--- config.mk ---
export PLATFORM = sky130hd
export DESIGN_NAME = uart_ctrl
export DESIGN_NICKNAME = d
export VERILOG_FILES = /design/src/rtl/uart_ctrl.sv
export SDC_FILE = /design/constraint.sdc
export NUM_CORES = 1
export LEC_CHECK = 0
export ABC_AREA = 1
export BUFFER_PORTS_ARGS = -buffer_cell sky130_fd_sc_hd__clkbuf_2
export CELL_PAD_IN_SITES_DETAIL_PLACEMENT = 1
export CELL_PAD_IN_SITES_GLOBAL_PLACEMENT = 2
export CORE_MARGIN = 1
export CORE_UTILIZATION = 32
export DETAILED_ROUTE_END_ITERATION = 7
export PLACE_DENSITY = 0.67
export SYNTH_ARGS = -nofsm -noshare
export SYNTH_HDL_FRONTEND = slang
export SYNTH_SLANG_ARGS = --single-unit
--- constraint.sdc ---
create_clock -name clk -period 5 [get_ports clk]
set_input_delay 1 -clock clk [delete_from_list [all_inputs] [get_ports clk]]
set_output_delay 1 -clock clk [all_outputs]
set_load 0.01 [all_outputs]
--- src/rtl/uart_ctrl.sv ---
// -----------------------------------------------------------------------------
// uart_ctrl
//   Bus-side register front end for a byte UART. A TX FIFO is filled by writes
//   to the data register and handed one byte per frame to an external
//   async_transmitter. Bytes from an external async_receiver are captured into
//   an RX FIFO and returned by reads of the data register. The status register
//   reports FIFO state and sticky overflow flags, which are cleared when the
//   status register is read.
//
//   Ports
//     clk        sole clock, every flop on posedge
//     rst_n      synchronous active-low reset
//     bus_req    one-cycle access request
//     bus_we     1 = write, 0 = read (qualified by bus_req)
//     bus_addr   register select (STATUS_ADDR = status, other = data)
//     bus_wdata  write data
//     bus_ack    completion pulse, exactly one cycle after bus_req
//     bus_rdata  read data while bus_ack = 1, else 0x00
//     tx_start   start pulse to the transmitter
//     tx_data    byte to the transmitter, held for the whole frame
//     tx_busy    transmitter busy
//     rx_ready   receiver data-ready
//     rx_data    received byte
//     rx_clear   clear pulse to the receiver
//
//   Status register bits (7..0):
//     {0, tx_idle, tx_not_full, 0, 0, tx_ovf, rx_ovf, rx_nonempty}
// -----------------------------------------------------------------------------

// Synchronous FIFO used for both directions. The FIFO decides internally
// whether a requested push/pop actually happens: a pop on an empty FIFO is
// ignored, and a push into a full FIFO is accepted only when a pop frees an
// entry in the same cycle.
module uart_fifo #(
  parameter int DEPTH = 8
) (
  input  logic       clk,
  input  logic       rst_n,
  input  logic       i_push,
  input  logic [7:0] i_wdata,
  input  logic       i_pop,
  output logic [7:0] o_head,
  output logic       o_full,
  output logic       o_empty
);

  localparam int AW = $clog2(DEPTH);

  logic [7:0]  r_mem [DEPTH];
  // One extra pointer bit distinguishes full from empty when the index bits
  // match; pointers wrap modulo 2*DEPTH.
  logic [AW:0] r_wr_ptr;
  logic [AW:0] r_rd_ptr;

  logic w_do_push;
  logic w_do_pop;

  assign o_empty   = (r_wr_ptr == r_rd_ptr);
  assign o_full    = (r_wr_ptr[AW] != r_rd_ptr[AW]) &&
                     (r_wr_ptr[AW-1:0] == r_rd_ptr[AW-1:0]);
  assign o_head    = r_mem[r_rd_ptr[AW-1:0]];
  assign w_do_pop  = i_pop & ~o_empty;
  assign w_do_push = i_push & (~o_full | w_do_pop);

  // NOTE: sequential state is updated with non-blocking assignments so every
  // flop samples the pre-edge value of the others, independent of block order.
  always_ff @(posedge clk) begin
    if (!rst_n) begin
      r_wr_ptr <= '0;
      r_rd_ptr <= '0;
    end else begin
      if (w_do_push) r_wr_ptr <= r_wr_ptr + (AW+1)'(1);
      if (w_do_pop)  r_rd_ptr <= r_rd_ptr + (AW+1)'(1);
    end
  end

  // NOTE: the storage array has no reset; only the pointers define which
  // entries are valid, and leaving the array unreset lets it map onto RAM.
  always_ff @(posedge clk) begin
    if (w_do_push) r_mem[r_wr_ptr[AW-1:0]] <= i_wdata;
  end

endmodule

module uart_ctrl #(
  parameter int   FIFO_DEPTH  = 8,
  parameter logic STATUS_ADDR = 1'b1
) (
  input  logic       clk,
  input  logic       rst_n,
  input  logic       bus_req,
  input  logic       bus_we,
  input  logic       bus_addr,
  input  logic [7:0] bus_wdata,
  output logic       bus_ack,
  output logic [7:0] bus_rdata,
  output logic       tx_start,
  output logic [7:0] tx_data,
  input  logic       tx_busy,
  input  logic       rx_ready,
  input  logic [7:0] rx_data,
  output logic       rx_clear
);

  localparam logic [1:0] T_IDLE   = 2'd0;
  localparam logic [1:0] T_START  = 2'd1;
  localparam logic [1:0] T_WAITHI = 2'd2;
  localparam logic [1:0] T_WAITLO = 2'd3;

  localparam logic [1:0] R_IDLE   = 2'd0;
  localparam logic [1:0] R_CLEAR  = 2'd1;
  localparam logic [1:0] R_WAITLO = 2'd2;

  logic [1:0] r_tx_state;
  logic [1:0] r_rx_state;
  logic [7:0] r_tx_data;
  logic       r_bus_ack;
  logic [7:0] r_bus_rdata;
  logic       r_tx_ovf;
  logic       r_rx_ovf;

  logic       w_wr_data;
  logic       w_rd_data;
  logic       w_rd_stat;
  logic       w_tx_pop;
  logic       w_tx_full;
  logic       w_tx_empty;
  logic [7:0] w_tx_head;
  logic       w_tx_drop;
  logic       w_tx_idle;
  logic       w_rx_push;
  logic       w_rx_full;
  logic       w_rx_empty;
  logic [7:0] w_rx_head;
  logic       w_rx_drop;
  logic [7:0] w_status;

  // Bus decode. Status writes decode to nothing and are only acknowledged.
  assign w_wr_data = bus_req &  bus_we & (bus_addr != STATUS_ADDR);
  assign w_rd_data = bus_req & ~bus_we & (bus_addr != STATUS_ADDR);
  assign w_rd_stat = bus_req & ~bus_we & (bus_addr == STATUS_ADDR);

  // A byte leaves the TX FIFO only when the transmitter is free, so a frame
  // still running across a reset is never overlapped by a new start.
  assign w_tx_pop  = (r_tx_state == T_IDLE) & ~w_tx_empty & ~tx_busy;
  assign w_rx_push = (r_rx_state == R_IDLE) & rx_ready;

  // Drops happen only when full and no same-cycle pop frees an entry.
  assign w_tx_drop = w_wr_data & w_tx_full & ~w_tx_pop;
  assign w_rx_drop = w_rx_push & w_rx_full & ~w_rd_data;

  assign w_tx_idle = w_tx_empty & (r_tx_state == T_IDLE) & ~tx_busy;
  assign w_status  = {1'b0, w_tx_idle, ~w_tx_full, 2'b00,
                      r_tx_ovf, r_rx_ovf, ~w_rx_empty};

  uart_fifo #(.DEPTH(FIFO_DEPTH)) u_tx_fifo (
    .clk     (clk),
    .rst_n   (rst_n),
    .i_push  (w_wr_data),
    .i_wdata (bus_wdata),
    .i_pop   (w_tx_pop),
    .o_head  (w_tx_head),
    .o_full  (w_tx_full),
    .o_empty (w_tx_empty)
  );

  uart_fifo #(.DEPTH(FIFO_DEPTH)) u_rx_fifo (
    .clk     (clk),
    .rst_n   (rst_n),
    .i_push  (w_rx_push),
    .i_wdata (rx_data),
    .i_pop   (w_rd_data),
    .o_head  (w_rx_head),
    .o_full  (w_rx_full),
    .o_empty (w_rx_empty)
  );

  // Bus response and sticky overflow flags. A new overflow in the same cycle
  // as a status read leaves the flag set.
  always_ff @(posedge clk) begin
    if (!rst_n) begin
      r_bus_ack   <= 1'b0;
      r_bus_rdata <= 8'h00;
      r_tx_ovf    <= 1'b0;
      r_rx_ovf    <= 1'b0;
    end else begin
      r_bus_ack <= bus_req;
      if (w_rd_stat)
        r_bus_rdata <= w_status;
      else if (w_rd_data && !w_rx_empty)
        r_bus_rdata <= w_rx_head;
      else
        r_bus_rdata <= 8'h00;

      if (w_tx_drop)      r_tx_ovf <= 1'b1;
      else if (w_rd_stat) r_tx_ovf <= 1'b0;

      if (w_rx_drop)      r_rx_ovf <= 1'b1;
      else if (w_rd_stat) r_rx_ovf <= 1'b0;
    end
  end

  // TX handshake: load byte, pulse start, then follow one full busy frame.
  always_ff @(posedge clk) begin
    if (!rst_n) begin
      r_tx_state <= T_IDLE;
      r_tx_data  <= 8'h00;
    end else begin
      case (r_tx_state)
        T_IDLE: begin
          if (w_tx_pop) begin
            r_tx_data  <= w_tx_head;
            r_tx_state <= T_START;
          end
        end
        T_START:  r_tx_state <= T_WAITHI;
        T_WAITHI: if (tx_busy)  r_tx_state <= T_WAITLO;
        T_WAITLO: if (!tx_busy) r_tx_state <= T_IDLE;
        default:  r_tx_state <= T_IDLE;
      endcase
    end
  end

  // RX handshake: capture once on rx_ready, pulse clear, then wait for the
  // receiver to drop rx_ready so the same byte is never captured twice.
  always_ff @(posedge clk) begin
    if (!rst_n) begin
      r_rx_state <= R_IDLE;
    end else begin
      case (r_rx_state)
        R_IDLE:   if (rx_ready)  r_rx_state <= R_CLEAR;
        R_CLEAR:  r_rx_state <= R_WAITLO;
        R_WAITLO: if (!rx_ready) r_rx_state <= R_IDLE;
        default:  r_rx_state <= R_IDLE;
      endcase
    end
  end

  assign bus_ack   = r_bus_ack;
  assign bus_rdata = r_bus_rdata;
  assign tx_start  = (r_tx_state == T_START);
  assign tx_data   = r_tx_data;
  assign rx_clear  = (r_rx_state == R_CLEAR);

endmodule

==> results.py <==
metrics = {
    "floorplanning": {
        "die_w_um": 152,
        "core_region_area_um2": 21900,
        "io_pins": 42,
        "num_rows": 54,
        "start_util": 0.327,
        "fp.dieArea_um2": 23000,
        "die_h_um": 152,
    },
    "grt": {
        "grt_first_pass_wirelength_mm": 28.5,
        "grt_util_all_layers": 0.170,
        "grt_pass1_vias": 4948,
        "grt_overflow": 0,
        "antenna_found_initial": 0,
        "grt_max_degree": 36,
    },
    "power_and_ir_drop": {
        "switching_share": 0.283,
        "p_switching_mw": 0.973,
        "power.share.sequential": 0.468,
        "p_leak_nw": 3.07,
        "power.internal_mw": 2.47,
        "combPwrFrac": 0.149,
        "ir_drop_mv": 0.210,
        "clockPowerShare": 0.384,
        "powerDensity_nw_per_um2": 422,
    },
    "sta": {
        "finalCritPeriodShare": 0.540,
        "setup-tns-final_ps": 0,
        "maxSlewViolCount": 0,
        "fin_skew_ps": 10.3,
        "hold_slack_ps": 452,
        "finalSetupViolations": 0,
        "relSlewSlack": 0.414,
        "fin_ws_ps": 2300,
        "rsz0062_at_grt": "false",
        "worstMarginPinSlew_ps": 877,
        "fin_crit_ps": 2700,
        "hold_viol_final": 0,
        "fmax_ghz": 0.370,
    },
    "finish": {
        "final_common_cell": "nand2_1",
        "syn_to_final_growth_pct": 14.0,
        "drive_gt1_frac": 0.148,
        "nets": 757,
        "design_area_um2": 8160,
        "antenna_cells": 0,
        "fill_cells": 2481,
        "layout_common_cells": "nand2_1 (145), nor2_1 (128), edfxtp_1 (128)",
        "final_util": 0.373,
    },
    "clock_network": {
        "cts.hold.buffers_added": 0,
        "post_cts_buffers": 0,
        "cts-root-buf": "clkbuf_16",
        "cts_tree": "done",
        "clk_pin_slew_ps": 60,
        "htreeDepth": 4,
        "cts.repair.resized": 0,
        "worstSkewPairLatency_ps": 430,
        "max-clock-path-buffers": 2,
        "cts.sinks": 170,
        "cts_inserted_buffers": 17,
    },
    "flow_run": {
        "maxCapViolations": 0,
    },
    "logic_synthesis": {
        "synth.distinct_cells": 36,
        "synth_area_um2": 7160,
        "synth-async-reset-ratio": 0,
        "yosysSeqAreaShare": 0.654,
        "synth_seq_cells": 170,
        "netlist_instances": 692,
        "syn-num-nets": 724,
        "ys_warn_count": 0,
        "synth-main-ff-cell": "edfxtp_1",
        "synth.avg_cell_area_um2": 10.4,
        "synth_edf_count": 128,
    },
    "detailed_routing": {
        "vias": 4848,
        "drtAntennaViolNets": 0,
        "wire_per_inst_um": 17.8,
        "drt_wl_total_mm": 18.1,
        "first_pass_iters": 4,
        "drc": 0,
        "drt_iter0_drc": 237,
        "via_per_inst": 4.76,
    },
    "placed_design": {
        "place_area_um2": 7570,
        "dp_slack_ps": 2060,
        "dp_hpwl_mm": 12.9,
        "gp_congestion": 0.793,
        "port_buffers": 41,
    },
    "critical_path": {
        "rr_startpoint": "u_tx_fifo.r_rd_ptr[0]",
        "r2r_end": "u_tx_fifo.r_mem[2][5]",
        "ff2ff_setup_slack_ps": 2300,
        "required_ps": 5060,
        "critPathArrivalTime_ps": 2750,
        "worst_r2r_path_depth": 10,
        "worstSetupEndpointType": "flip-flop",
        "cp-start-kind": "flip-flop",
        "cp_max_fo": 35,
        "crit_type": "flip-flop to flip-flop",
    },
    "min_path": {
        "min_path_cells": 2,
        "whs_endpoint": "bus_rdata[2]",
        "hold_path_startpoint": "r_tx_ovf",
        "hp-class": "flip-flop to flip-flop",
    },
    "run_status": {
        "status": "finished, final reports clean",
    },
}
==> power by group through the flow <==
stage / sequential (mW) / clock, mW / combinational, mW
after floorplan: 1.63 / 0 / 0.370
after CTS: 1.61 / 1.36 / 0.521
after global routing: 1.62 / 1.41 / 0.577
final: 1.61 / 1.32 / 0.511
after global placement: 1.64 / 0 / 0.513
after detailed placement: 1.64 / 0 / 0.520
==> how the worst max path moves through the flow <==
stage	start	end	slack, ps	cells past startpoint
after floorplan	bus_req	u_rx_fifo.r_mem[0][0]	2630	8
after global placement	bus_req	u_rx_fifo.r_mem[2][1]	2120	9
after detailed placement	bus_req	u_rx_fifo.r_mem[2][0]	2060	9
after CTS	u_tx_fifo.r_rd_ptr[0]	u_tx_fifo.r_mem[4][7]	2220	10
after global routing	u_tx_fifo.r_rd_ptr[0]	u_tx_fifo.r_mem[6][3]	2010	10
final	u_tx_fifo.r_rd_ptr[0]	u_tx_fifo.r_mem[2][5]	2300	10
==> kinds of logic after synthesis <==
| family | after synthesis | share of synthesized area |
|---|---|---|
| AOI/OAI and AO/OA | 101 | 0.0742 |
| muxes | 1 | 0.00140 |
| xor gates and xnor gates | 10 | 0.0122 |
| DFF | 170 | 0.654 |
| and+or+nand+nor | 335 | 0.200 |
| adders and majority gates | 9 | 0.0157 |
| buffers and inverters | 66 | 0.0421 |
==> synth_stat cells, drive strengths merged, types with 3 or more instances <==
| cell | count | area, um2 |
|---|---|---|
| a21oi | 31 | 159 |
| buf | 17 | 114 |
| clkbuf | 12 | 46.3 |
| dfxtp | 42 | 841 |
| edfxtp | 128 | 3840 |
| ha | 9 | 113 |
| inv | 37 | 141 |
| nand2 | 156 | 646 |
| nand3 | 38 | 190 |
| nand4 | 3 | 40.0 |
| nor2 | 131 | 518 |
| nor3 | 4 | 20.0 |
| o21ai | 64 | 335 |
| o22ai | 6 | 37.5 |
| xnor2 | 4 | 35.0 |
| xor2 | 6 | 52.6 |
==> worst max-delay path, stage by stage (launching register included) <==
cell and delay [ps]:
dfxtp_1 340, buf_4 250, inv_2 440, nand2_1 130, nand2_2 140, nor2_8 60
nand4_4 90, nand2_2 90, inv_2 100, nand2_1 150, nor2_1 550
==> final cells by class <==
cell class                 instances  area [um2]  area share
inverter                          37         141      0.0173
timing repair buffer              43         220      0.0270
multi-input combinational        456        2180       0.267
clock inverter                    14         160      0.0196
clock buffer                      18         429      0.0526
sequential                       170        4680       0.574
tap                              280         350      0.0429
==> per-stage QoR <==
step           total power [mW]  std cells
2_1_floorplan              2.00        692
3_3_place_gp               2.15        986
3_5_place_dp               2.16        986
4_1_cts                    3.49       1018
5_1_grt                    3.60       1018
6_report                   3.44       1018
==> per-layer routing <==
metal,track usage,wire length [um]
met5,0,0
met2,0.276,8580
met4,0.0530,252
met3,0.0404,634
met1,0.223,8650
==> flip-flops by register name, summed over array words and instances, names as in the netlist, 2 cells and up, named ones only <==
register            count
u_rx_fifo.r_mem        64
u_tx_fifo.r_mem        64
bus_rdata               8
tx_data                 8
u_rx_fifo.r_rd_ptr      4
u_rx_fifo.r_wr_ptr      4
u_tx_fifo.r_rd_ptr      4
u_tx_fifo.r_wr_ptr      4
r_rx_state              2
r_tx_state              2
No activity file was read; power rests on OpenSTA's default activity.
